<file path="src/rtl/mips32_pkg.sv">
// Shared types and default widths for the MIPS32 unified-memory arbiter slice.
package mips32_pkg;

  localparam int ADDR_W_DEF = 10;
  localparam int DATA_W_DEF = 32;

  typedef enum logic [1:0] {
    OWN_NONE,
    OWN_IF,
    OWN_DM
  } owner_e;

  typedef enum logic {
    ST_IDLE,
    ST_RD_WAIT
  } state_e;

endpackage

</file>
<file path="src/rtl/mips32_mem_arbiter_if.sv">
// Bundle of fetch-port, data-port and memory-side signals around the memory arbiter.
interface mips32_mem_arbiter_if
  import mips32_pkg::*;
#(
  parameter int ADDR_W = ADDR_W_DEF,
  parameter int DATA_W = DATA_W_DEF
);

  logic              if_req;
  logic [ADDR_W-1:0] if_addr;
  logic              if_gnt;
  logic              if_rvalid;
  logic [DATA_W-1:0] if_rdata;

  logic              dm_req;
  logic              dm_we;
  logic [ADDR_W-1:0] dm_addr;
  logic [DATA_W-1:0] dm_wdata;
  logic              dm_gnt;
  logic              dm_rvalid;
  logic [DATA_W-1:0] dm_rdata;

  logic              mem_en;
  logic              mem_we;
  logic [ADDR_W-1:0] mem_addr;
  logic [DATA_W-1:0] mem_wdata;
  logic [DATA_W-1:0] mem_rdata;

  // The arbiter side.
  modport slave (
    input  if_req, if_addr, dm_req, dm_we, dm_addr, dm_wdata, mem_rdata,
    output if_gnt, if_rvalid, if_rdata, dm_gnt, dm_rvalid, dm_rdata,
           mem_en, mem_we, mem_addr, mem_wdata
  );

  // The requesters and the memory, seen from outside the arbiter.
  modport master (
    output if_req, if_addr, dm_req, dm_we, dm_addr, dm_wdata, mem_rdata,
    input  if_gnt, if_rvalid, if_rdata, dm_gnt, dm_rvalid, dm_rdata,
           mem_en, mem_we, mem_addr, mem_wdata
  );

endinterface

</file>
<file path="src/rtl/mips32_arb_pick.sv">
// Two-way fixed-priority picker: data port wins unless the fetch port is being forced.
module mips32_arb_pick (
  input  logic dm_req,
  input  logic if_req,
  input  logic force_if,
  output logic dm_gnt,
  output logic if_gnt
);

  assign if_gnt = if_req & (force_if | ~dm_req);
  assign dm_gnt = dm_req & ~(force_if & if_req);

endmodule

</file>
<file path="src/rtl/mips32_mem_arbiter.sv">
// Shares one single-port memory between the IF (fetch) and MEM (data) stages,
// one transaction outstanding, data priority with a starvation guard for fetch.
module mips32_mem_arbiter
  import mips32_pkg::*;
#(
  parameter int ADDR_W     = ADDR_W_DEF,
  parameter int DATA_W     = DATA_W_DEF,
  parameter int MEM_LAT    = 1,
  parameter int STARVE_MAX = 4
) (
  input logic                 clk,
  input logic                 rst_n,
  mips32_mem_arbiter_if.slave bus
);

  localparam int LW = $clog2(MEM_LAT + 1);
  localparam int SW = $clog2(STARVE_MAX + 1);

  state_e            state, state_nxt;
  owner_e            owner, owner_nxt;
  logic [LW-1:0]     lat_cnt, lat_nxt;
  logic [SW-1:0]     starve_cnt, starve_nxt;

  logic              arb_en;
  logic              force_if;
  logic              if_gnt;
  logic              dm_gnt;
  logic              rd_done;
  logic [ADDR_W-1:0] addr_sel;
  logic [DATA_W-1:0] wdata_sel;

  // Grants are only offered from IDLE and never while reset is held.
  assign arb_en   = rst_n & (state == ST_IDLE);
  assign force_if = (starve_cnt == SW'(STARVE_MAX));
  assign rd_done  = rst_n & (state == ST_RD_WAIT) & (lat_cnt == '0);

  mips32_arb_pick u_pick (
    .dm_req   (bus.dm_req & arb_en),
    .if_req   (bus.if_req & arb_en),
    .force_if (force_if),
    .dm_gnt   (dm_gnt),
    .if_gnt   (if_gnt)
  );

  // NOTE: sequential state uses non-blocking assignments so every register
  // samples the pre-edge values of its peers.
  always_ff @(posedge clk) begin
    if (!rst_n) begin
      state      <= ST_IDLE;
      owner      <= OWN_NONE;
      lat_cnt    <= '0;
      starve_cnt <= '0;
    end else begin
      state      <= state_nxt;
      owner      <= owner_nxt;
      lat_cnt    <= lat_nxt;
      starve_cnt <= starve_nxt;
    end
  end

  // NOTE: every always_comb output gets a default first so no path leaves
  // it unassigned, which would infer a latch.
  always_comb begin
    state_nxt  = state;
    owner_nxt  = owner;
    lat_nxt    = lat_cnt;
    starve_nxt = starve_cnt;

    case (state)
      ST_IDLE: begin
        if (if_gnt) begin
          state_nxt = ST_RD_WAIT;
          owner_nxt = OWN_IF;
          lat_nxt   = LW'(MEM_LAT - 1);
        end else if (dm_gnt && !bus.dm_we) begin
          state_nxt = ST_RD_WAIT;
          owner_nxt = OWN_DM;
          lat_nxt   = LW'(MEM_LAT - 1);
        end
      end
      ST_RD_WAIT: begin
        if (lat_cnt == '0) begin
          state_nxt = ST_IDLE;
          owner_nxt = OWN_NONE;
        end else begin
          lat_nxt = lat_cnt - LW'(1);
        end
      end
      default: begin
        state_nxt = ST_IDLE;
        owner_nxt = OWN_NONE;
      end
    endcase

    // Count data grants that overtake a waiting fetch.
    if (!bus.if_req || if_gnt) begin
      starve_nxt = '0;
    end else if (dm_gnt && !force_if) begin
      starve_nxt = starve_cnt + SW'(1);
    end
  end

  always_comb begin
    addr_sel      = '0;
    wdata_sel     = '0;
    bus.mem_en    = 1'b0;
    bus.mem_we    = 1'b0;
    bus.if_rvalid = 1'b0;
    bus.if_rdata  = '0;
    bus.dm_rvalid = 1'b0;
    bus.dm_rdata  = '0;

    if (dm_gnt) begin
      bus.mem_en = 1'b1;
      bus.mem_we = bus.dm_we;
      addr_sel   = bus.dm_addr;
      wdata_sel  = bus.dm_we ? bus.dm_wdata : '0;
    end else if (if_gnt) begin
      bus.mem_en = 1'b1;
      addr_sel   = bus.if_addr;
    end

    // Read data is steered only to the port that owns the outstanding read.
    if (rd_done) begin
      if (owner == OWN_IF) begin
        bus.if_rvalid = 1'b1;
        bus.if_rdata  = bus.mem_rdata;
      end else if (owner == OWN_DM) begin
        bus.dm_rvalid = 1'b1;
        bus.dm_rdata  = bus.mem_rdata;
      end
    end

    bus.if_gnt    = if_gnt;
    bus.dm_gnt    = dm_gnt;
    bus.mem_addr  = addr_sel;
    bus.mem_wdata = wdata_sel;
  end

endmodule

</file>
<file path="src/flat_wrapper.sv">
// flat-port wrapper written by rule: the top's interface ports become plain ports
module mips32_mem_arbiter_flat import mips32_pkg::*;
#(
  parameter int ADDR_W     = ADDR_W_DEF,
  parameter int DATA_W     = DATA_W_DEF,
  parameter int MEM_LAT    = 1,
  parameter int STARVE_MAX = 4
)
  (clk, rst_n, bus_if_req, bus_if_addr, bus_dm_req, bus_dm_we, bus_dm_addr, bus_dm_wdata, bus_mem_rdata, bus_if_gnt, bus_if_rvalid, bus_if_rdata, bus_dm_gnt, bus_dm_rvalid, bus_dm_rdata, bus_mem_en, bus_mem_we, bus_mem_addr, bus_mem_wdata);
  mips32_mem_arbiter_if #(.ADDR_W(ADDR_W), .DATA_W(DATA_W)) bus_i ();
  input logic clk;
  input logic rst_n;
  input wire logic [$bits(bus_i.if_req)-1:0] bus_if_req;
  input wire logic [$bits(bus_i.if_addr)-1:0] bus_if_addr;
  input wire logic [$bits(bus_i.dm_req)-1:0] bus_dm_req;
  input wire logic [$bits(bus_i.dm_we)-1:0] bus_dm_we;
  input wire logic [$bits(bus_i.dm_addr)-1:0] bus_dm_addr;
  input wire logic [$bits(bus_i.dm_wdata)-1:0] bus_dm_wdata;
  input wire logic [$bits(bus_i.mem_rdata)-1:0] bus_mem_rdata;
  output wire logic [$bits(bus_i.if_gnt)-1:0] bus_if_gnt;
  output wire logic [$bits(bus_i.if_rvalid)-1:0] bus_if_rvalid;
  output wire logic [$bits(bus_i.if_rdata)-1:0] bus_if_rdata;
  output wire logic [$bits(bus_i.dm_gnt)-1:0] bus_dm_gnt;
  output wire logic [$bits(bus_i.dm_rvalid)-1:0] bus_dm_rvalid;
  output wire logic [$bits(bus_i.dm_rdata)-1:0] bus_dm_rdata;
  output wire logic [$bits(bus_i.mem_en)-1:0] bus_mem_en;
  output wire logic [$bits(bus_i.mem_we)-1:0] bus_mem_we;
  output wire logic [$bits(bus_i.mem_addr)-1:0] bus_mem_addr;
  output wire logic [$bits(bus_i.mem_wdata)-1:0] bus_mem_wdata;
  assign bus_i.if_req = bus_if_req;
  assign bus_i.if_addr = bus_if_addr;
  assign bus_i.dm_req = bus_dm_req;
  assign bus_i.dm_we = bus_dm_we;
  assign bus_i.dm_addr = bus_dm_addr;
  assign bus_i.dm_wdata = bus_dm_wdata;
  assign bus_i.mem_rdata = bus_mem_rdata;
  assign bus_if_gnt = bus_i.if_gnt;
  assign bus_if_rvalid = bus_i.if_rvalid;
  assign bus_if_rdata = bus_i.if_rdata;
  assign bus_dm_gnt = bus_i.dm_gnt;
  assign bus_dm_rvalid = bus_i.dm_rvalid;
  assign bus_dm_rdata = bus_i.dm_rdata;
  assign bus_mem_en = bus_i.mem_en;
  assign bus_mem_we = bus_i.mem_we;
  assign bus_mem_addr = bus_i.mem_addr;
  assign bus_mem_wdata = bus_i.mem_wdata;
  mips32_mem_arbiter #(.ADDR_W(ADDR_W), .DATA_W(DATA_W), .MEM_LAT(MEM_LAT), .STARVE_MAX(STARVE_MAX)) u_core (.clk(clk), .rst_n(rst_n), .bus(bus_i));
endmodule
</file>
<file path="config.mk">
export PLATFORM = sky130hd
export DESIGN_NAME = mips32_mem_arbiter_flat
export DESIGN_NICKNAME = d
export VERILOG_FILES = /design/src/rtl/mips32_pkg.sv /design/src/rtl/mips32_mem_arbiter_if.sv /design/src/rtl/mips32_arb_pick.sv /design/src/rtl/mips32_mem_arbiter.sv /design/src/flat_wrapper.sv
export SDC_FILE = /design/constraint.sdc
export NUM_CORES = 1
export LEC_CHECK = 0
export ABC_AREA = 1
export CAP_MARGIN = 20
export CELL_PAD_IN_SITES_DETAIL_PLACEMENT = 2
export CELL_PAD_IN_SITES_GLOBAL_PLACEMENT = 2
export CORE_MARGIN = 4
export CORE_UTILIZATION = 10
export CTS_BUF_LIST = sky130_fd_sc_hd__clkbuf_2
export DETAILED_ROUTE_END_ITERATION = 10
export PLACE_DENSITY_LB_ADDON = 0.15
export SYNTH_ARGS = -nofsm -noshare
export SYNTH_HDL_FRONTEND = slang
export SYNTH_HIERARCHICAL = 1
export SYNTH_SLANG_ARGS = --single-unit
</file>
<file path="constraint.sdc">
create_clock -name clk -period 1.95 [get_ports clk]
set_input_delay 0.195 -clock clk [delete_from_list [all_inputs] [get_ports clk]]
set_output_delay 0.195 -clock clk [all_outputs]
set_load 0.005 [all_outputs]
</file>
-- After elaboration in Yosys (flattened, before gate mapping)
Index checks and enable logic that the tools add are counted.
- input bits: 89
- RAM bits: 0
- bits in read-only memories: 0
- logic and storage cells: 62
- memories: 0
- latch bits: 0
- register bits: 7
- div/mod/pow operators: 0
- $add $sub $neg: 2
- reduce and logical (&&, ||, !) cells: 8
- magnitude comparators: 0
- equal/unequal tests: 5
- shifts and indexed selects: 0
- muxes and demuxes: 29
- multipliers: 0
- bitwise gates (word level): 14
- operator list (kind ; count):
    32-bit two-way mux ; 7
    10-bit two-way mux ; 2
    1-bit two-way mux ; 14
    1-bit AND ; 8
    2-bit two-way mux ; 3
    1-bit inverter ; 5
    1-bit case mux with 2 select lines ; 2
    2-bit case mux with 2 select lines ; 1
    3-bit by 1-bit adder with 3-bit output, second input constant ; 1
    3-bit == test, second input constant ; 1
    1-bit zero test ; 3
    3-bit by 2-bit != test with 1-bit output, second input constant ; 1
    2-bit by 1-bit == test with 1-bit output, second input constant ; 1
    2-bit == test, second input constant ; 1
    1-bit logical AND ; 2
    2-bit != test, second input constant ; 1
    2-bit AND reduction ; 1
    2-bit OR reduction ; 1
    1-bit logical OR ; 1
    1-bit bitwise OR ; 1
    1-bit subtractor, second input constant ; 1

-- Logic depth before layout (Yosys ltp)
- depth after elaboration: 10
- mapped depth: 11
- mapped depth without buffers: 11

-- Hierarchy
The synthesis kept the hierarchy.
- modules (own cells, without submodules) (module ; sequential area each (um^2) ; area each (um^2) ; times used ; cells each):
    mips32_mem_arbiter ; 120.1 ; 1163.6 ; 1 ; 254
    mips32_arb_pick ; 0.0 ; 27.5 ; 1 ; 4

-- Least setup slack after synthesis
Ideal clock, no wire load.
- kind: register -> output
- from: register u_core.starve_cnt[0]
- to: output port bus_mem_wdata[0]
- required time: 1755 ps
- arrival time: 1473 ps
- path buffers: 2
- setup slack: 282 ps
- stages on the path, launching flop included: 10
- cells stage by stage: dfxtp_1 > inv_1 > ha_1 > nand2_1 > inv_1 > a21boi_2 > buf_2 > nand2_1 > buf_2 > nor2_1
- cells in the longest elaborated chain, start to end: 5
- RTL lines (what ; line ; text):
    from (decl) ; mips32_mem_arbiter.sv:22 ; logic [SW-1:0] starve_cnt, starve_nxt;
    from (signal assigned) ; mips32_mem_arbiter.sv:57 ; starve_cnt <= starve_nxt;
    3-bit == test ; mips32_mem_arbiter.sv:34 ; assign force_if = (starve_cnt == SW'(STARVE_MAX));
    net u_core.force_if ; mips32_mem_arbiter.sv:25 ; logic force_if;
    1-bit AND ; mips32_arb_pick.sv:11 ; assign dm_gnt = dm_req & ~(force_if & if_req);
    1-bit inverter ; mips32_arb_pick.sv:11 ;
    1-bit AND ; mips32_arb_pick.sv:11 ;
    net bus_dm_gnt ; flat_wrapper.sv:23 ; output wire logic [$bits(bus_i.dm_gnt)-1:0] bus_dm_gnt;
    32-bit two-way mux ; mips32_mem_arbiter.sv:113 ; if (dm_gnt) begin
    to (decl) ; flat_wrapper.sv:29 ; output wire logic [$bits(bus_i.mem_wdata)-1:0] bus_mem_wdata;
The timed path passes the listed nets, and every way through them passes these cells.

-- Final worst setup path
- from: register u_core.starve_cnt[0]
- to: output port bus_mem_addr[7]
- cells in the longest elaborated chain, start to end: 5
- RTL lines (what ; line ; text):
    3-bit == test (*) ; mips32_mem_arbiter.sv:34 ;
    net u_core.force_if ; mips32_mem_arbiter.sv:25 ;
    1-bit bitwise OR / 1-bit AND (equally long branches) ; mips32_arb_pick.sv:10, mips32_arb_pick.sv:11 ;
    1-bit AND / 1-bit inverter (equally long branches) ; mips32_arb_pick.sv:10, mips32_arb_pick.sv:11 ;
    10-bit two-way mux / 1-bit AND (equally long branches) ; mips32_mem_arbiter.sv:118, mips32_arb_pick.sv:11 ;
    10-bit two-way mux (*) ; mips32_mem_arbiter.sv:113 ;
    to (decl) ; flat_wrapper.sv:28 ; output wire logic [$bits(bus_i.mem_addr)-1:0] bus_mem_addr;
Mark *: on every way through the listed nets, which the timed path passes. The rest lies on a longest branch.

==> impl_metrics.yaml <==
sta:
  maxSlewHeadroom: 0.869
  hold_viol_final: 0
  post-route-period-util: 0.974
  tightest_slew_ns: 0.196
  skew_ns: 0.00504
  fin_tns_setup_ns: 0
  rsz0062_at_grt: "true"
  drv_slew: 0
  setup_violations: 0
  clock.fmax_mhz: 527
  finalCriticalPeriod_ns: 1.90
synthesis:
  synthArstFlopShare: 0
  synthCells: 258
  ys_seq_elements: 6
  syn_avg_cell_area_sq_um: 4.62
  synth-edff-count: 0
  syn_area_sq_mm: 0.00119
  yosys_warnings: 6
  synth_cell_type_count: 16
  synth_top_cell_area_share: 0.312
  synthFlopType: "dfxtp_1"
  yosysSeqAreaShare: 0.101
  yosys.area.top_type: "nor2_1"
  synthTopCellsByArea: "nor2_1 (31%), inv_1 (25%), dfxtp_1 (10%)"
  synth_nets: 349
clock_tree:
  cts_root_buf: "clkbuf_2"
  numCtsBuffers: 3
  h-tree-depth: 1
  cts.sinks: 6
  cts_tree: "built"
  worstSkewPairLatency_ns: 0.22
  cts-hold-fix-buffers: 0
  clockBufferDepth: 2
  cts.clk_slew.worst_paths_ns: 0.06
critical_path:
  timing.rr.start: "u_core/starve_cnt[0]"
  start_kind: "flip-flop"
  cp-end-kind: "primary output"
  startpoint: "u_core/starve_cnt[0]"
  worst_ep_arrival_time_ns: 1.70
  path_max_fanout: 6
  reg2reg_slack_ns: 0.22
  worst-setup-path-type: "reg2out"
  critPathRequiredTime_ns: 1.75
  critPathCapture: "bus_mem_addr[7]"
  timing.rr.end: "u_core/starve_cnt[2]"
  worstRegToRegCells: 14
placed_design:
  gp_congestion: 0.694
  dp_hpwl_microns: 7620
  io_buffers: 200
layout:
  layout.nets: 581
  diodes: 0
  layout_common_cells: "clkdlybuf4s50_1 (87), inv_1 (75), nor2_1 (75)"
  regArea_sq_um: 125
  nFillCells: 1395
  fin_util: 0.317
  final_common_cell: "clkdlybuf4s50_1"
  drive_gt1_frac: 0.303
  multiInputGateArea_sq_um: 835
  area_growth_pct: 206
route:
  drc: 0
  drt_pass1_iterations: 4
  drt_wl_total_microns: 9610
  wl_per_cell_microns: 15.2
  viasPerCell: 3.78
  drt_iter0_markers: 37
  dr_total_vias: 2384
  ant_nets: 0
global_route:
  antenna_found_initial: 0
  grt_pass1_wl_microns: 13500
  first_global_vias: 2443
  grt_max_degree: 17
  grtUsageTotal: 0.126
  grt_overflow: 0
pwr:
  sw_frac_of_total: 0.329
  p_per_area_mw_per_mm2: 184
  p_switching_mw: 0.220
  p_comb_frac: 0.676
  internal_power_mw: 0.449
  p_clk_frac: 0.127
  vdd_drop_max_mv: 0.0964
  power_frac_seq: 0.197
  p_leak_nw: 2.24
die:
  die_area_sq_mm: 0.0137
  die_y_microns: 117
  die_w_microns: 117
  start_util: 0.103
  core_sq_mm: 0.0115
  rows: 39
  io_pins: 201
hold_path:
  hp-class: "reg2reg"
flow_run:
  cap_violations: 0
outcome:
  outcome: "complete, no violations"
[state kept, by name, summed over array words and instances (netlist names)]
signal             cells
u_core/state           1
u_core/starve_cnt      3
u_core/owner           2
[synth_stat cells, types with 2 or more instances]
cell type,n
nand3_1,14
a21oi_1,6
inv_2,2
nand2_1,30
dfxtp_1,6
buf_2,6
nor3_2,2
inv_1,80
ha_1,2
buf_6,6
nor2_1,99
[timing repair]
action,4_1_cts,5_1_grt
pin swaps,7,5
setup buffers,11,4
cloned,3,2
resized for setup,251,104
setup endpoints to repair,111,65
[cells by family after synthesis]
group,Yosys count,synth area share
AND/OR/NAND/NOR,147,0.493
buffers and inverters,95,0.343
AO/OA/AOI/OAI,8,0.0420
flip-flops,6,0.101
adder cells (fa/ha/maj),2,0.0210
[cell type report]
class                      count  share of cell area
clock buffer                   3             0.00412
inverter                      82              0.0858
multi-input combinational    157               0.229
sequential                     6              0.0343
tap                          143              0.0491
timing repair buffer         240               0.598
[how the worst min path moves through the flow]
stage / startpoint / end / slack [ns] / depth (start not counted)
after floorplan: rst_n / u_core/owner[1] / 0.34 / 2
after global placement: u_core/owner[0] / u_core/owner[0] / 0.48 / 2
after detailed placement: u_core/owner[0] / u_core/owner[0] / 0.49 / 2
after CTS: u_core/owner[0] / u_core/owner[0] / 0.49 / 2
after global routing: u_core/owner[0] / u_core/owner[0] / 0.52 / 2
final: u_core/owner[0] / u_core/owner[0] / 0.49 / 2
[metrics by stage]
step           hold slack [ns]  instance area [sq um]  power, mW  std cells  setup WS, ns
2_1_floorplan            0.337                   1190      0.238        258         0.282
3_3_place_gp             0.477                   3490      0.542        611        -0.285
3_5_place_dp             0.485                   3490      0.554        611        -0.330
4_1_cts                  0.491                   3650      0.661        627       -0.0563
5_1_grt                  0.523                   3650      0.728        631       -0.0641
6_report                 0.489                   3650      0.669        631        0.0508
[power groups by stage]
stage | sequential (mW) | clock [mW] | combinational (mW)
4_1_cts | 0.132 | 0.0920 | 0.438
6_report | 0.132 | 0.0850 | 0.452
5_1_grt | 0.132 | 0.0990 | 0.497
3_5_place_dp | 0.132 | 0 | 0.422
3_3_place_gp | 0.132 | 0 | 0.410
2_1_floorplan | 0.132 | 0 | 0.106
[worst max-delay path, cell delays in order, from the launching register on]
cell      delay (ns)
dfxtp_2         0.34
inv_2           0.05
ha_4            0.16
nand2_4         0.07
inv_4           0.04
a21boi_4        0.19
buf_4           0.14
buf_6           0.10
inv_4           0.03
buf_6           0.12
nand3_1         0.07
nand2_1         0.05
buf_2           0.12
[layer usage]
layer	GRT usage	vias up	part of all wire
li1	-	1178	-
met1	0.132	1108	0.36
met2	0.267	98	0.57
met3	0.0216	0	0.071
met4	0.0107	0	0
met5	0	-	0
Note: power is estimated with default switching activity, not from simulation.
